### src/rtl/maf_t3_2_stage_pkg.sv
// Shared constants and types for the MAF stage-3 second half: lane modes, widths, sideband bundle.
package maf_t3_2_stage_pkg;

    localparam int DW_DEF = 74;
    localparam int RW_DEF = 72;
    localparam int LB_DEF = 37;

    localparam logic [2:0] MODE_WIDE   = 3'b000;
    localparam logic [2:0] MODE_DUAL   = 3'b001;
    localparam logic [2:0] MODE_SINGLE = 3'b010;

    // cont + sign + traps + trap answers + d/e
    localparam int SB_W = 3 + 6 + 8 + 6 + 24;

    typedef enum logic [1:0] {
        LANE_WIDE,
        LANE_DUAL,
        LANE_SINGLE
    } lane_mode_e;

    typedef struct packed {
        logic [2:0]  cont;
        logic [5:0]  sign;
        logic [3:0]  trap_0;
        logic [3:0]  trap_1;
        logic [2:0]  trap_ans_0;
        logic [2:0]  trap_ans_1;
        logic [11:0] d;
        logic [11:0] e;
    } sideband_t;

    // Reserved cont encodings fall back to the wide lane.
    function automatic lane_mode_e lane_mode(input logic [2:0] cont);
        case (cont)
            MODE_WIDE:   return LANE_WIDE;
            MODE_DUAL:   return LANE_DUAL;
            MODE_SINGLE: return LANE_SINGLE;
            default:     return LANE_WIDE;
        endcase
    endfunction

endpackage

### src/rtl/maf_t3_2_stage_if.sv
// Beat interface between the stage-3 first half, this block, and the normalize/round stage.
interface maf_t3_2_stage_if
    import maf_t3_2_stage_pkg::*;
#(
    parameter int DW = DW_DEF,
    parameter int RW = RW_DEF
) ();

    logic            hold;
    logic            valid_in;
    logic [2:0]      cont_in;
    logic [4*RW-1:0] level3_in;
    logic [DW-1:0]   sh_rev_in;
    logic [3:0]      sti_in;
    logic [5:0]      sign_in;
    logic [3:0]      trap_in_0;
    logic [3:0]      trap_in_1;
    logic [2:0]      trap_ans_in_0;
    logic [2:0]      trap_ans_in_1;
    logic [11:0]     d_in;
    logic [11:0]     e_in;

    logic            valid_out;
    logic [DW-1:0]   sum_out;
    logic [1:0]      cout_out;
    logic [1:0]      neg_out;
    logic [1:0]      sticky_out;
    logic [2:0]      cont_out;
    logic [5:0]      sign_out;
    logic [3:0]      trap_out_0;
    logic [3:0]      trap_out_1;
    logic [2:0]      trap_ans_out_0;
    logic [2:0]      trap_ans_out_1;
    logic [11:0]     d_out;
    logic [11:0]     e_out;

    modport master (
        output hold, valid_in, cont_in, level3_in, sh_rev_in, sti_in, sign_in,
               trap_in_0, trap_in_1, trap_ans_in_0, trap_ans_in_1, d_in, e_in,
        input  valid_out, sum_out, cout_out, neg_out, sticky_out, cont_out, sign_out,
               trap_out_0, trap_out_1, trap_ans_out_0, trap_ans_out_1, d_out, e_out
    );

    modport slave (
        input  hold, valid_in, cont_in, level3_in, sh_rev_in, sti_in, sign_in,
               trap_in_0, trap_in_1, trap_ans_in_0, trap_ans_in_1, d_in, e_in,
        output valid_out, sum_out, cout_out, neg_out, sticky_out, cont_out, sign_out,
               trap_out_0, trap_out_1, trap_ans_out_0, trap_ans_out_1, d_out, e_out
    );

endinterface

### src/rtl/maf_t3_2_stage_csa.sv
// Lane-aware 5:2 compressor: s_out + c_out equals the lane-wise sum of the five inputs plus carry-ins.
// c_out is already weight-aligned (shifted), so the final adder needs no further shift.
module maf_csa_5to2 #(
    parameter int DW = 74,
    parameter int LB = 37
) (
    input  logic [DW-1:0] in0,
    input  logic [DW-1:0] in1,
    input  logic [DW-1:0] in2,
    input  logic [DW-1:0] in3,
    input  logic [DW-1:0] in4,
    input  logic          kill_at_lb,
    input  logic          cin0,
    input  logic          cin_lb,
    output logic [DW-1:0] s_out,
    output logic [DW-1:0] c_out
);

    function automatic logic [DW-2:0] maj(input logic [DW-2:0] a, input logic [DW-2:0] b,
                                          input logic [DW-2:0] c);
        return (a & b) | (a & c) | (b & c);
    endfunction

    logic [DW-1:0] s1, s2, c1s, c2s;
    logic [DW-2:0] c1, c2;

    always_comb begin
        s1  = in0 ^ in1 ^ in2;
        c1  = maj(in0[DW-2:0], in1[DW-2:0], in2[DW-2:0]);
        s2  = s1 ^ in3 ^ in4;
        c2  = maj(s1[DW-2:0], in3[DW-2:0], in4[DW-2:0]);
        // The vacated LSB slots of the shifted carries carry the lane carry-ins.
        c1s = {c1, cin0};
        c2s = {c2, 1'b0};
        if (kill_at_lb) begin
            c1s[LB] = 1'b0;
            c2s[LB] = cin_lb;
        end
        s_out = s2 ^ c1s ^ c2s;
        c_out = {maj(s2[DW-2:0], c1s[DW-2:0], c2s[DW-2:0]), 1'b0};
        if (kill_at_lb) c_out[LB] = 1'b0;
    end

endmodule

### src/rtl/maf_t3_2_stage.sv
// MAF stage 3 second half: 5:2 compression into a register, then the lane-split carry-propagate add.
// Both pipeline registers freeze together on hold.
module maf_t3_2_stage
    import maf_t3_2_stage_pkg::*;
#(
    parameter int DW = DW_DEF,
    parameter int RW = RW_DEF,
    parameter int LB = LB_DEF
) (
    input logic             clk,
    input logic             rstn,
    maf_t3_2_stage_if.slave bus
);

    logic [DW-1:0] row [4];
    logic [DW-1:0] s_w, c_w;
    lane_mode_e    mode_in, mode_b;
    logic          dual_in;
    sideband_t     sb_in, sb_a, sb_b;

    for (genvar i = 0; i < 4; i++) begin : g_row
        assign row[i] = {{(DW-RW){1'b0}}, bus.level3_in[RW*i +: RW]};
    end

    assign mode_in = lane_mode(bus.cont_in);
    assign dual_in = (mode_in == LANE_DUAL);

    always_comb begin
        sb_in            = '0;
        sb_in.cont       = bus.cont_in;
        sb_in.sign       = bus.sign_in;
        sb_in.trap_0     = bus.trap_in_0;
        sb_in.trap_1     = bus.trap_in_1;
        sb_in.trap_ans_0 = bus.trap_ans_in_0;
        sb_in.trap_ans_1 = bus.trap_ans_in_1;
        sb_in.d          = bus.d_in;
        sb_in.e          = bus.e_in;
    end

    maf_csa_5to2 #(.DW(DW), .LB(LB)) u_csa (
        .in0        (row[0]),
        .in1        (row[1]),
        .in2        (row[2]),
        .in3        (row[3]),
        .in4        (bus.sh_rev_in),
        .kill_at_lb (dual_in),
        .cin0       (bus.sti_in[0]),
        .cin_lb     (bus.sti_in[1] & dual_in),
        .s_out      (s_w),
        .c_out      (c_w)
    );

    logic            valid_a_q;
    logic [DW-1:0]   s_a_q, c_a_q;
    logic [1:0]      sticky_a_q;
    logic [SB_W-1:0] sb_a_q;

    always_ff @(posedge clk or negedge rstn) begin
        if (!rstn) begin
            valid_a_q  <= 1'b0;
            s_a_q      <= '0;
            c_a_q      <= '0;
            sticky_a_q <= '0;
            sb_a_q     <= '0;
        end else if (!bus.hold) begin
            valid_a_q  <= bus.valid_in;
            s_a_q      <= s_w;
            c_a_q      <= c_w;
            sticky_a_q <= bus.sti_in[3:2];
            sb_a_q     <= sb_in;
        end
    end

    assign sb_a   = sb_a_q;
    assign mode_b = lane_mode(sb_a.cont);

    logic [LB:0]    lo;
    logic [DW-LB:0] hi;
    logic [DW:0]    full;
    logic [DW-1:0]  sum_d;
    logic [1:0]     cout_d, neg_d;

    // In dual mode c_a_q[LB] is already zero, so the lo/hi halves are independent lanes.
    always_comb begin
        lo     = {1'b0, s_a_q[LB-1:0]} + {1'b0, c_a_q[LB-1:0]};
        hi     = {1'b0, s_a_q[DW-1:LB]} + {1'b0, c_a_q[DW-1:LB]};
        full   = {1'b0, s_a_q} + {1'b0, c_a_q};
        sum_d  = full[DW-1:0];
        cout_d = {1'b0, full[DW]};
        neg_d  = {1'b0, full[DW-1]};
        case (mode_b)
            LANE_DUAL: begin
                sum_d  = {hi[DW-LB-1:0], lo[LB-1:0]};
                cout_d = {hi[DW-LB], lo[LB]};
                neg_d  = {hi[DW-LB-1], lo[LB-1]};
            end
            LANE_SINGLE: begin
                sum_d  = {{(DW-LB){1'b0}}, lo[LB-1:0]};
                cout_d = {1'b0, lo[LB]};
                neg_d  = {1'b0, lo[LB-1]};
            end
            default: ;
        endcase
    end

    logic            valid_b_q;
    logic [DW-1:0]   sum_b_q;
    logic [1:0]      cout_b_q, neg_b_q, sticky_b_q;
    logic [SB_W-1:0] sb_b_q;

    always_ff @(posedge clk or negedge rstn) begin
        if (!rstn) begin
            valid_b_q  <= 1'b0;
            sum_b_q    <= '0;
            cout_b_q   <= '0;
            neg_b_q    <= '0;
            sticky_b_q <= '0;
            sb_b_q     <= '0;
        end else if (!bus.hold) begin
            valid_b_q  <= valid_a_q;
            sum_b_q    <= sum_d;
            cout_b_q   <= cout_d;
            neg_b_q    <= neg_d;
            sticky_b_q <= sticky_a_q;
            sb_b_q     <= sb_a_q;
        end
    end

    assign sb_b               = sb_b_q;
    assign bus.valid_out      = valid_b_q;
    assign bus.sum_out        = sum_b_q;
    assign bus.cout_out       = cout_b_q;
    assign bus.neg_out        = neg_b_q;
    assign bus.sticky_out     = sticky_b_q;
    assign bus.cont_out       = sb_b.cont;
    assign bus.sign_out       = sb_b.sign;
    assign bus.trap_out_0     = sb_b.trap_0;
    assign bus.trap_out_1     = sb_b.trap_1;
    assign bus.trap_ans_out_0 = sb_b.trap_ans_0;
    assign bus.trap_ans_out_1 = sb_b.trap_ans_1;
    assign bus.d_out          = sb_b.d;
    assign bus.e_out          = sb_b.e;

endmodule

### src/flat_wrapper.sv
// flat-port wrapper written by rule: the top's interface ports become plain ports
module maf_t3_2_stage_flat import maf_t3_2_stage_pkg::*;
#(
    parameter int DW = DW_DEF,
    parameter int RW = RW_DEF,
    parameter int LB = LB_DEF
)
  (clk, rstn, bus_hold, bus_valid_in, bus_cont_in, bus_level3_in, bus_sh_rev_in, bus_sti_in, bus_sign_in, bus_trap_in_0, bus_trap_in_1, bus_trap_ans_in_0, bus_trap_ans_in_1, bus_d_in, bus_e_in, bus_valid_out, bus_sum_out, bus_cout_out, bus_neg_out, bus_sticky_out, bus_cont_out, bus_sign_out, bus_trap_out_0, bus_trap_out_1, bus_trap_ans_out_0, bus_trap_ans_out_1, bus_d_out, bus_e_out);
  maf_t3_2_stage_if #(.DW(DW), .RW(RW)) bus_i ();
  input logic clk;
  input logic rstn;
  input wire logic [$bits(bus_i.hold)-1:0] bus_hold;
  input wire logic [$bits(bus_i.valid_in)-1:0] bus_valid_in;
  input wire logic [$bits(bus_i.cont_in)-1:0] bus_cont_in;
  input wire logic [$bits(bus_i.level3_in)-1:0] bus_level3_in;
  input wire logic [$bits(bus_i.sh_rev_in)-1:0] bus_sh_rev_in;
  input wire logic [$bits(bus_i.sti_in)-1:0] bus_sti_in;
  input wire logic [$bits(bus_i.sign_in)-1:0] bus_sign_in;
  input wire logic [$bits(bus_i.trap_in_0)-1:0] bus_trap_in_0;
  input wire logic [$bits(bus_i.trap_in_1)-1:0] bus_trap_in_1;
  input wire logic [$bits(bus_i.trap_ans_in_0)-1:0] bus_trap_ans_in_0;
  input wire logic [$bits(bus_i.trap_ans_in_1)-1:0] bus_trap_ans_in_1;
  input wire logic [$bits(bus_i.d_in)-1:0] bus_d_in;
  input wire logic [$bits(bus_i.e_in)-1:0] bus_e_in;
  output wire logic [$bits(bus_i.valid_out)-1:0] bus_valid_out;
  output wire logic [$bits(bus_i.sum_out)-1:0] bus_sum_out;
  output wire logic [$bits(bus_i.cout_out)-1:0] bus_cout_out;
  output wire logic [$bits(bus_i.neg_out)-1:0] bus_neg_out;
  output wire logic [$bits(bus_i.sticky_out)-1:0] bus_sticky_out;
  output wire logic [$bits(bus_i.cont_out)-1:0] bus_cont_out;
  output wire logic [$bits(bus_i.sign_out)-1:0] bus_sign_out;
  output wire logic [$bits(bus_i.trap_out_0)-1:0] bus_trap_out_0;
  output wire logic [$bits(bus_i.trap_out_1)-1:0] bus_trap_out_1;
  output wire logic [$bits(bus_i.trap_ans_out_0)-1:0] bus_trap_ans_out_0;
  output wire logic [$bits(bus_i.trap_ans_out_1)-1:0] bus_trap_ans_out_1;
  output wire logic [$bits(bus_i.d_out)-1:0] bus_d_out;
  output wire logic [$bits(bus_i.e_out)-1:0] bus_e_out;
  assign bus_i.hold = bus_hold;
  assign bus_i.valid_in = bus_valid_in;
  assign bus_i.cont_in = bus_cont_in;
  assign bus_i.level3_in = bus_level3_in;
  assign bus_i.sh_rev_in = bus_sh_rev_in;
  assign bus_i.sti_in = bus_sti_in;
  assign bus_i.sign_in = bus_sign_in;
  assign bus_i.trap_in_0 = bus_trap_in_0;
  assign bus_i.trap_in_1 = bus_trap_in_1;
  assign bus_i.trap_ans_in_0 = bus_trap_ans_in_0;
  assign bus_i.trap_ans_in_1 = bus_trap_ans_in_1;
  assign bus_i.d_in = bus_d_in;
  assign bus_i.e_in = bus_e_in;
  assign bus_valid_out = bus_i.valid_out;
  assign bus_sum_out = bus_i.sum_out;
  assign bus_cout_out = bus_i.cout_out;
  assign bus_neg_out = bus_i.neg_out;
  assign bus_sticky_out = bus_i.sticky_out;
  assign bus_cont_out = bus_i.cont_out;
  assign bus_sign_out = bus_i.sign_out;
  assign bus_trap_out_0 = bus_i.trap_out_0;
  assign bus_trap_out_1 = bus_i.trap_out_1;
  assign bus_trap_ans_out_0 = bus_i.trap_ans_out_0;
  assign bus_trap_ans_out_1 = bus_i.trap_ans_out_1;
  assign bus_d_out = bus_i.d_out;
  assign bus_e_out = bus_i.e_out;
  maf_t3_2_stage #(.DW(DW), .RW(RW), .LB(LB)) u_core (.clk(clk), .rstn(rstn), .bus(bus_i));
endmodule
### config.mk
export PLATFORM = sky130hd
export DESIGN_NAME = maf_t3_2_stage_flat
export DESIGN_NICKNAME = d
export VERILOG_FILES = /design/src/rtl/maf_t3_2_stage_pkg.sv /design/src/rtl/maf_t3_2_stage_if.sv /design/src/rtl/maf_t3_2_stage_csa.sv /design/src/rtl/maf_t3_2_stage.sv /design/src/flat_wrapper.sv
export SDC_FILE = /design/constraint.sdc
export NUM_CORES = 1
export LEC_CHECK = 0
export BUFFER_PORTS_ARGS = -buffer_cell sky130_fd_sc_hd__buf_2
export CORE_AREA = 2 2 213 215
export DETAILED_ROUTE_END_ITERATION = 10
export DIE_AREA = 0 0 215 217
export HOLD_SLACK_MARGIN = 0.03
export PLACE_DENSITY = 0.88
export REMOVE_ABC_BUFFERS = 1
export SLEW_MARGIN = 20
export SYNTH_ARGS = -nofsm -noshare
export SYNTH_HDL_FRONTEND = slang
export SYNTH_SLANG_ARGS = --single-unit
### constraint.sdc
create_clock -name clk -period 3.5 [get_ports clk]
set_input_delay 0 -clock clk [delete_from_list [all_inputs] [get_ports clk]]
set_output_delay 0 -clock clk [all_outputs]
set_load 0.1 [all_outputs]
# After elaboration in Yosys (flattened, before gate mapping)
# Index checks and enable logic that the tools add are counted.
# op_classes
n_mux,8
n_addsub,3
eq_ne,7
n_bitwise,22
# op_table
cell,count
bitwise AND 73 bit,4
bitwise OR 73 bit,4
bitwise AND 72 bit,3
case mux 74 bit (2 select lines),1
bitwise XOR 74 x 72 -> 74 bit,2
bitwise XOR 74 bit,2
bitwise OR 72 bit,2
adder 37 x 37 -> 38 bit,2
adder 74 x 74 -> 75 bit,1
bitwise XOR 74 x 73 -> 74 bit,1
bitwise AND 72 x 73 -> 73 bit,1
bitwise AND 73 x 72 -> 73 bit,1
bitwise XOR 72 bit,1
case mux 2 bit (2 select lines),4
"== test 3 x 1 -> 1 bit, second input constant",2
"== test 3 x 2 -> 1 bit, second input constant",2
"== test 2 x 1 -> 1 bit, second input constant",2
2-to-1 mux 1 bit,3
"== test 2 bit, second input constant",1
bitwise AND 1 bit,1
# word_totals
input_bits,417
elab_cells,51
register_bits,325
out_inout_bits,128

# Longest topological paths before layout
# Gate-level depths: netlist of run 1.
# logic_depth
depth_word,10
mapped_depth,12
mapped_depth_nobuf,12

# Modules after synthesis
# From an unflattened synthesis of run 1, not the netlist that was laid out.
# hier_totals
cells_unflattened,1880
area_unflattened_um2,22366.5
# modules_own_cells
module,n_inst,seq_area_each_um2,cells_per_inst,area_each_um2
maf_t3_2_stage,1,8157.8,1647,17873.4
maf_csa_5to2,1,0.0,233,4493.1

# Worst setup path before layout of run 1
# OpenSTA, ideal clock, no wires.
# synth_path
path_kind,reg-to-reg
from,register u_core.c_a_q[1]
to,"register u_core.sum_b_q[59], in the netlist u_core.bus.sum_out[59]"
stages_incl_launch_ff,12
synth_period_minus_slack_ns,3.077
n_path_buf,0
required_time_ns,3.377
setup_time_ns,0.123
setup_slack_ns,0.423
arrival_ns,2.954
cell_sequence,dfrtp_1 -> ha_1 -> fa_1 -> a21o_1 -> a221oi_4 -> o21ai_4 -> a2111o_1 -> a21oi_4 -> o21a_4 -> o21ai_4 -> a211o_1 -> a32o_1
# synth_via
elab_chain_cells,2
# synth_rtl
item,line,rtl
start: declaration,maf_t3_2_stage.sv:54,"logic [DW-1:0] s_a_q, c_a_q;"
start signal: assignment,maf_t3_2_stage.sv:68,c_a_q <= c_w;
adder 74 x 74 -> 75 bit,maf_t3_2_stage.sv:87,"full = {1'b0, s_a_q} + {1'b0, c_a_q};"
case mux 74 bit (2 select lines),maf_t3_2_stage.sv:91,case (mode_b)
end signal: assignment,maf_t3_2_stage.sv:121,sum_b_q <= sum_d;
end: declaration,maf_t3_2_stage.sv:107,logic [DW-1:0] sum_b_q;
# Every way passes these cells.
# A chain may end at the register's enable or synchronous reset.

# Worst setup path in the final report of run 1
# layout_path
from,register u_core.c_a_q[46]
to,"register u_core.sum_b_q[59], in the netlist u_core.bus.sum_out[59]"
# layout_via
elab_chain_cells,2
word_cells_on_any_way,3
cone_classes,2 x add/sub; 1 x mux
# layout_rtl
item,line
adder 74 x 74 -> 75 bit or adder 37 x 37 -> 38 bit (tied branches),"maf_t3_2_stage.sv:87, maf_t3_2_stage.sv:86"
case mux 74 bit (2 select lines) *,maf_t3_2_stage.sv:91
# Every way passes the cells marked *; elsewhere a longest branch is shown, timed or not.

==> results.txt, run 1 <==
----------------------------------------------------
[Setup path]
  Critical Path Max Stage Delay ... 0.57 ns
  Worst Reg-to-Reg Cells ... 10
  Worst flop-to-flop path endpoint ... u_core.bus.sum_out[59]
  Cells traversed along the worst timing path ... ha_1 -> nand2_1 -> o21ai_0 -> a221o_1 -> a21o_1 -> nand2_1 -> nand2_1 -> a21oi_1 -> a2111oi_0 -> a32o_1
  Critical Path Source Type ... flop
  Critical path arrival ... 3.87 ns
  Critical Path RT ... 3.99 ns
  CP most frequent cell ... sky130_fd_sc_hd__nand2_1
  Internal reg-to-reg setup slack ... 0.11 ns
  CP Class ... flop to flop
  Startpoint of the worst register-to-register path ... u_core.c_a_q[46]
  Worst path slowest cell ... sky130_fd_sc_hd__o21ai_0
  Setup crit end kind ... flop
  Max FO, Critical Path ... 9

[Timing]
  Final period demand of the worst path ... 3.39 ns
  Total negative slack ... 0 ns
  Slew @ Worst Pin ... 0.913 ns
  Max-slew violation count ... 0
  Maximum clock frequency ... 295 MHz
  Setup Viol. Count Final ... 0
  Fin crit share ... 96.8%
  Worst Hold Margin ... 0.0407 ns
  PnR worst setup slack ... 0.113 ns
  Clock skew after layout ... 0.0147 ns
  Normalized max-slew margin ... 38.5%
  Number of hold violations in the final report ... 0
  Setup repair after global routing missed its margin ... no

[Placement]
  Final RePlAce weighted congestion ... 0.967
  DP Area ... 26200 um^2
  Post-DP HPWL ... 55800 um
  Pre-CTS setup slack ... 0.163 ns
  Number of input and output port buffers inserted ... 544

[Clocking]
  Clock tree from TritonCTS ... yes
  Cts bufs inserted ... 37
  CTS root buf ... sky130_fd_sc_hd__clkbuf_16
  CTS H-tree depth ... 2
  Number of buffers between clock root and the deepest sink ... 3
  Clock transition at path regs ... 0.07 ns
  Clock Sinks ... 325
  Clock latency at the later pin of the worst-skew pair ... 0.55 ns

[Synthesis]
  Register bit count reported by yosys ... 325
  Share of synthesized area occupied by flip-flops and latches ... 35.9%
  Post-synth top flop ... sky130_fd_sc_hd__dfrtp_1
  Post-synthesis cell type count ... 82
  Avg Synthesized Cell Area ... 11.5 um^2
  Share of async-settable or async-resettable flops after synthesis ... 100%
  Post-synth EDFFs ... 0
  Number of instances in the synthesized netlist ... 1961
  Netlist area before placement ... 22600 um^2
  Count of yosys warnings during synthesis ... 0

[GRT]
  Antenna violations before repair ... 3
  Pin count of the biggest net entering global routing ... 116
  Global route total overflow ... 0
  GRT Overall Usage ... 30.9%
  Vias in the first global route ... 19862
  Global-route wire length before repair ... 112000 um

[Power and ir drop]
  Leakage dissipation ... 12.7 nW
  Power density over cell area ... 975 nW/um^2
  Maximum ir drop on the vdd rail ... 0.000827 V

[Final layout]
  Most common cell after layout, fill and taps aside ... sky130_fd_sc_hd__buf_2
  Post-route standard cell area excluding fillers ... 28100 um^2
  NumNets Final ... 3267
  Multi-input combinational cell area ... 13900 um^2
  Share of layout cells above drive strength 1 ... 36.8%
  Final cell utilization of the core ... 62.8%
  Relative area change from synthesis to final layout ... 24.1%
  Sequential standard cell area ... 8130 um^2
  Commonest non-fill, non-tap cells in the layout ... sky130_fd_sc_hd__buf_2 (542), sky130_fd_sc_hd__dfrtp_1 (325), sky130_fd_sc_hd__mux2_2 (249)
  Count of filler cells inserted in the layout ... 3507

[Route]
  DR vias/cell ... 5.91
  DR iter-0 viols ... 1327
  Detailed-route wire length per cell ... 22.7 um
  Vias after detailed routing ... 18807
  Final routed wirelength across all metal layers ... 72100 um
  DRC violations left ... 0
  Antenna Violating Nets Remaining ... 0
  Count of TritonRoute iterations in the first routing pass ... 7

[Floorplan]
  Core area ... 44700 um^2
  Die outline area ... 46700 um^2
  Die W ... 215 um
  Effective utilization at floorplan ... 50.7%
  Cell row count ... 78
  Count of pins on the block boundary ... 545
  Vertical extent of the die ... 217 um

[Status]
  Status ... complete, no violations

[Job]
  Number of violations of the max-capacitance limit ... 0

[Worst hold path]
  HP Class ... primary input to async pin

----------------------------------------------------
sequential cells by signal, indices dropped and copies added (netlist names):
signal,count
u_core.bus.valid_out,1
u_core.bus.sum_out,74
u_core.c_a_q,73
u_core.bus.cout_out,2
u_core.sb_a,47
u_core.bus.neg_out,2
u_core.s_a_q,74
u_core.sticky_a_q,2
u_core.valid_a_q,1
u_core.bus.sticky_out,2
u_core.sb_b,47
power breakdown:
part / internal (mW) / switching, mW / total (mW)
clock: 2.24 / 1.61 / 3.85
sequential: 5.00 / 0.781 / 5.78
combinational: 5.82 / 11.9 / 17.8
area by class of cell:
cell class,count,area share (%)
tap,600,2.67
clock inverter,13,0.410
multi-input combinational,1469,49.6
inverter,56,0.748
timing repair buffer,667,13.8
clock buffer,51,3.84
sequential,325,29.0
antenna,3,0.0267
metrics by stage:
step	instances	power, mW
after floorplan	1850	17.9
after CTS	3180	27.1
after detailed placement	3055	23.1
after global placement	3055	22.8
after global routing	3184	29.0
final	3184	27.4
repair_timing:
item / CTS / global route
resized for setup: 0 / 6
hold buffers: 61 / 0
endpoints found under the setup margin: 0 / 10
setup buffers: 0 / 1
hold endpoints to repair: 146 / 0
worst max-delay path, delay by kind of cell (launching register included):
family                     cells  cell delay (ns)
adders and majority gates      1             0.52
DFF                            1             0.38
and+or+nand+nor                3             0.35
AOI/OAI and AO/OA              6             2.08
kinds of logic after synthesis:
group,after synthesis,share of synthesized area (%)
AO/OA/AOI/OAI,461,14.2
XOR/XNOR,56,2.17
adder cells (fa/ha/maj),294,23.5
buffers and inverters,167,2.80
flip-flops,325,35.9
multiplexers,256,12.7
AND/OR/NAND/NOR,402,8.81
cell usage after synthesis (all sizes together), types with 30 or more instances:
library cell | n | share of area (%)
a22o | 35 | 1.4
ha | 76 | 4.2
nand3 | 33 | 0.73
nand4 | 52 | 1.4
a21o | 39 | 1.3
fa | 218 | 19
mux2 | 249 | 12
clkbuf | 97 | 1.6
nand2 | 120 | 2.0
nor3 | 30 | 0.66
o21ai | 94 | 2.2
nor2 | 78 | 1.3
inv | 56 | 0.93
a21oi | 120 | 2.8
dfrtp | 325 | 36
routing by layer:
| layer | GRT usage [%] | up-vias | part of all wire, % |
|---|---|---|---|
| met3 | 4.32 | 161 | 7.1 |
| li1 | - | 8290 | - |
| met2 | 53.1 | 903 | 49 |
| met5 | 0 | - | 0 |
| met1 | 39.7 | 9453 | 39 |
| met4 | 12.5 | 0 | 4.3 |
worst max-delay path by stage:
stage                startpoint                endpoint  slack, ns
2_1_floorplan   u_core.sb_a[46]  u_core.bus.sum_out[34]      -0.31
3_3_place_gp    u_core.c_a_q[1]  u_core.bus.sum_out[65]       0.24
3_5_place_dp   u_core.c_a_q[32]  u_core.bus.sum_out[54]       0.16
4_1_cts         u_core.c_a_q[1]  u_core.bus.sum_out[53]       0.12
5_1_grt         u_core.c_a_q[1]  u_core.bus.sum_out[59]       0.02
6_report       u_core.c_a_q[46]  u_core.bus.sum_out[59]       0.11
No activity file was read; power rests on OpenSTA's default activity.
==> run 2, diff against run 1 <==
CORE_AREA = 2 2 210 212   (was 2 2 213 215)
DIE_AREA = 0 0 212 214   (was 0 0 215 217)
PLACE_DENSITY = 0.89   (was 0.88)
SYNTH_HIERARCHICAL = 1   (was unset)
clock period = 3.9 ns   (was 3.5 ns; I/O delays follow)
==> run 2 against run 1 <==
Worst hold slack worse by 0.0046 ns. Sequential cell count up 1. Worst setup slack better by 0.29 ns. Synthesized cell count down 4.1%. Critical path depth up 1. Via count down 3.3%. Sequential share of layout area up 0.43 points. Synthesized area down 1.2%. Non-clock buffer count down 20. Maximum frequency down 3.1%.
==> results.txt, run 2 <==
----------------------------------------------------
[Synthesis]
  Post-synthesis cell type count ... 86 (+4.9%)
  Avg Synthesized Cell Area ... 11.9 um^2 (+3.0%)
  Post-synth EDFFs ... 0 (unchanged)
  Register bit count reported by yosys ... 326 (+0.31%)
  Number of instances in the synthesized netlist ... 1880 (-4.1%)
  Most numerous cell in the Yosys netlist ... sky130_fd_sc_hd__dfrtp_1
  Most area-hungry cell type in the Yosys netlist ... sky130_fd_sc_hd__dfrtp_1
  Largest cells by area after synthesis ... sky130_fd_sc_hd__dfrtp_1 (36%), sky130_fd_sc_hd__fa_1 (20%), sky130_fd_sc_hd__mux2_2 (13%)
  Most common library cells after synthesis ... sky130_fd_sc_hd__dfrtp_1 (326), sky130_fd_sc_hd__mux2_2 (251), sky130_fd_sc_hd__fa_1 (220)
  Share of async-settable or async-resettable flops after synthesis ... 100% (unchanged)
  Netlist area before placement ... 22400 um^2 (-1.2%)
  Share of the synthesized area in the top cell type ... 36.5% (+0.56 points)
  Share of synthesized area occupied by flip-flops and latches ... 36.5% (+0.56 points)
  Post-synth top flop ... sky130_fd_sc_hd__dfrtp_1
  Count of yosys warnings during synthesis ... 6 (+6)

[Placement]
  Post-DP HPWL ... 55700 um (-0.30%)
  Number of input and output port buffers inserted ... 544 (unchanged)
  Final RePlAce weighted congestion ... 0.943 (-2.5%)

[Route]
  Vias after detailed routing ... 18187 (-3.3%)
  Amount of wire on met3 after detailed routing ... 5350 um (+4.9%)
  Metal1 wirelength ... 27000 um (-4.8%)
  Antenna Violating Nets Remaining ... 0 (unchanged)
  DRC violations left ... 0 (unchanged)
  Routed met2 length ... 37200 um (+4.6%)
  DR vias/cell ... 5.90 (about the same)
  DR iter-0 viols ... 1317 (-0.75%)
  Count of TritonRoute iterations in the first routing pass ... 6 (-1)
  Detailed-route wire length per cell ... 23.8 um (+5.2%)
  Final routed wirelength across all metal layers ... 73400 um (+1.8%)
  Top routing layer used ... met4

[Timing]
  Slew @ Worst Pin ... 1.01 ns (+0.0963 ns)
  Maximum clock frequency ... 286 MHz (-3.1%)
  Setup repair after global routing missed its margin ... no
  Setup Viol. Count Final ... 0 (unchanged)
  Fin crit share ... 89.6% (-7.2 points)
  Normalized max-slew margin ... 32.7% (-5.8 points)
  Final period demand of the worst path ... 3.49 ns (+0.108 ns)
  Number of hold violations in the final report ... 0 (unchanged)
  Max-slew violation count ... 0 (unchanged)
  Clock skew after layout ... 0.0126 ns (-0.00209 ns)
  Total negative slack ... 0 ns (unchanged)

[Power and ir drop]
  Overall power of the completed layout ... 24.4 mW (-11%)
  Maximum ir drop on the vdd rail ... 0.000746 V (-9.8%)
  Power density over cell area ... 878 nW/um^2 (-9.9%)
  Leakage dissipation ... 12.5 nW (-1.8%)

[Clocking]
  Clock tree from TritonCTS ... yes
  Number of buffers between clock root and the deepest sink ... 3 (unchanged)
  CTS H-tree depth ... 2 (unchanged)
  Clock transition at path regs ... 0.06 ns (about the same)
  Clock Sinks ... 326 (+0.31%)
  Cts bufs inserted ... 37 (unchanged)
  Clock latency at the later pin of the worst-skew pair ... 0.56 ns (about the same)
  CTS root buf ... sky130_fd_sc_hd__clkbuf_16

[Setup path]
  Cells traversed along the worst timing path ... ha_1 -> a21o_1 -> a21oi_1 -> a211o_1 -> a31oi_1 -> o211ai_1 -> nand3_1 -> a21o_1 -> a221oi_1 -> xor2_1 -> o221ai_1
  Worst path slowest cell ... sky130_fd_sc_hd__o211ai_1
  Buf/Inv on CP ... 0 (unchanged)
  Startpoint of the worst register-to-register path ... u_core/c_a_q[3]
  CP most frequent cell ... sky130_fd_sc_hd__a21o_1
  Critical path arrival ... 3.92 ns (+0.05 ns)
  Critical Path RT ... 4.32 ns (+0.33 ns)
  Setup crit end kind ... flop
  Family with the most delay on the worst path ... compound AO/OA/AOI/OAI gates
  Internal reg-to-reg setup slack ... 0.41 ns (+0.29 ns)
  Critical Path Max Stage Delay ... 0.46 ns (-0.11 ns)
  CP Class ... flop to flop
  Worst Reg-to-Reg Cells ... 11 (+1)
  Worst flop-to-flop path endpoint ... u_core/bus.sum_out[71]
  Critical Path Source Type ... flop
  Crit path depth ... 11 (+1)
  Max FO, Critical Path ... 5 (-4)

[GRT]
  Vias in the first global route ... 19909 (+0.24%)
  Antenna violations before repair ... 2 (-1)
  GRT Overall Usage ... 32.5% (+1.6 points)
  Global-route wire length before repair ... 112000 um (+0.73%)
  Global route total overflow ... 0 (unchanged)
  Pin count of the biggest net entering global routing ... 113 (-2.6%)

[Final layout]
  Commonest non-fill, non-tap cells in the layout ... sky130_fd_sc_hd__buf_2 (542), sky130_fd_sc_hd__dfrtp_1 (326), sky130_fd_sc_hd__mux2_2 (251)
  Most common cell after layout, fill and taps aside ... sky130_fd_sc_hd__buf_2
  Count of filler cells inserted in the layout ... 3178 (-9.4%)
  NumNets Final ... 3182 (-2.6%)
  Relative area change from synthesis to final layout ... 24.2% (about the same)
  Final cell utilization of the core ... 64.8% (+1.9 points)
  Share of layout cells above drive strength 1 ... 36.6% (-0.16 points)

[Floorplan]
  Cell row count ... 76 (-2.6%)
  Effective utilization at floorplan ... 52.2% (+1.5 points)
  Core area ... 42900 um^2 (-4.1%)
  Vertical extent of the die ... 214 um (-1.4%)
  Die outline area ... 45400 um^2 (-2.8%)
  Count of pins on the block boundary ... 545 (unchanged)
  Die W ... 212 um (-1.4%)

[Status]
  Status ... complete, no violations

[Worst hold path]
  HP Class ... primary input to async pin

[Job]
  Number of violations of the max-capacitance limit ... 0 (unchanged)

----------------------------------------------------
run 2: changes by cell type in the layout (fill, tap and decap cells not counted), moves of 15 or more:
| cell | before | now |
|---|---|---|
| sky130_fd_sc_hd__buf_4 | 58 | 17 |
| sky130_fd_sc_hd__dlygate4sd3_1 | 61 | 83 |
| sky130_fd_sc_hd__inv_1 | 56 | 40 |
| sky130_fd_sc_hd__nand4_1 | 52 | 36 |
| sky130_fd_sc_hd__nor2_1 | 77 | 59 |
| sky130_fd_sc_hd__nor3_1 | 30 | 13 |
| sky130_fd_sc_hd__o21ai_0 | 88 | 70 |
| sky130_fd_sc_hd__o21ai_1 | 3 | 18 |
| sky130_fd_sc_hd__xnor2_1 | 28 | 48 |
run 2: per-layer routing:
layer,vias to the layer above,GRT usage (%)
met4,0,16.3
met3,219,6.39
met1,9155,38.2
met2,882,56.5
met5,-,0
li1,7931,-
run 2: repair_timing:
action / 4_1_cts / 5_1_grt
hold endpoints to repair: 157 / 0
gates resized for setup: 0 / 0
hold buffers: 83 / 0
setup buffers: 0 / 0
run 2: worst max-delay path by stage:
stage,from,end
2_1_floorplan,u_core/s_a_q[0],u_core/bus.sum_out[64]
3_3_place_gp,u_core/s_a_q[13],u_core/bus.sum_out[71]
3_5_place_dp,u_core/s_a_q[3],u_core/bus.sum_out[71]
4_1_cts,u_core/s_a_q[3],u_core/bus.sum_out[71]
5_1_grt,u_core/c_a_q[16],u_core/bus.sum_out[71]
6_report,u_core/c_a_q[3],u_core/bus.sum_out[71]
run 2: cell type report:
class                           count  area (um^2)  area share (%)
Inverter                           40          150           0.541
Timing Repair Buffer              647         3760            13.5
Tap cell                          585          732            2.64
Clock inverter                     15          236           0.852
Clock buffer                       50         1090            3.91
Multi-Input combinational cell   1416        13600            49.1
Sequential cell                   326         8160            29.4
Antenna cell                        2         5.00          0.0180
run 2: cell families (layout without fill, tap and decap cells):
kind of cell               after synthesis  count (layout)  synth area share (%)
AOI/OAI and AO/OA                      454             454                  13.8
DFF                                    326             326                  36.5
and+or+nand+nor                        325             325                  7.08
adders and majority gates              297             297                  24.0
muxes                                  257             257                  12.9
buffers and inverters                  145             752                  2.66
xor gates and xnor gates                74              74                  3.02
other                                    2              11                0.0336
run 2: stage by stage:
step / std cells / hold slack (ns) / cell area [um^2] / setup slack (ns)
final: 3081 / 0.0362 / 27800 / 0.405
after global routing: 3081 / 0.0530 / 27800 / 0.349
after CTS: 3079 / 0.0304 / 27800 / 0.536
after detailed placement: 2931 / 0.0720 / 25600 / 0.561
after global placement: 2931 / 0.0580 / 25600 / 0.639
after floorplan: 1782 / -0.296 / 21900 / 1.03
run 2: power by group:
part           switching (mW)  internal (mW)  total [mW]  leakage (nW)
clock                    1.47           2.30        3.77         0.652
sequential              0.765           4.51        5.28          3.86
combinational            10.4           4.97        15.3          8.00
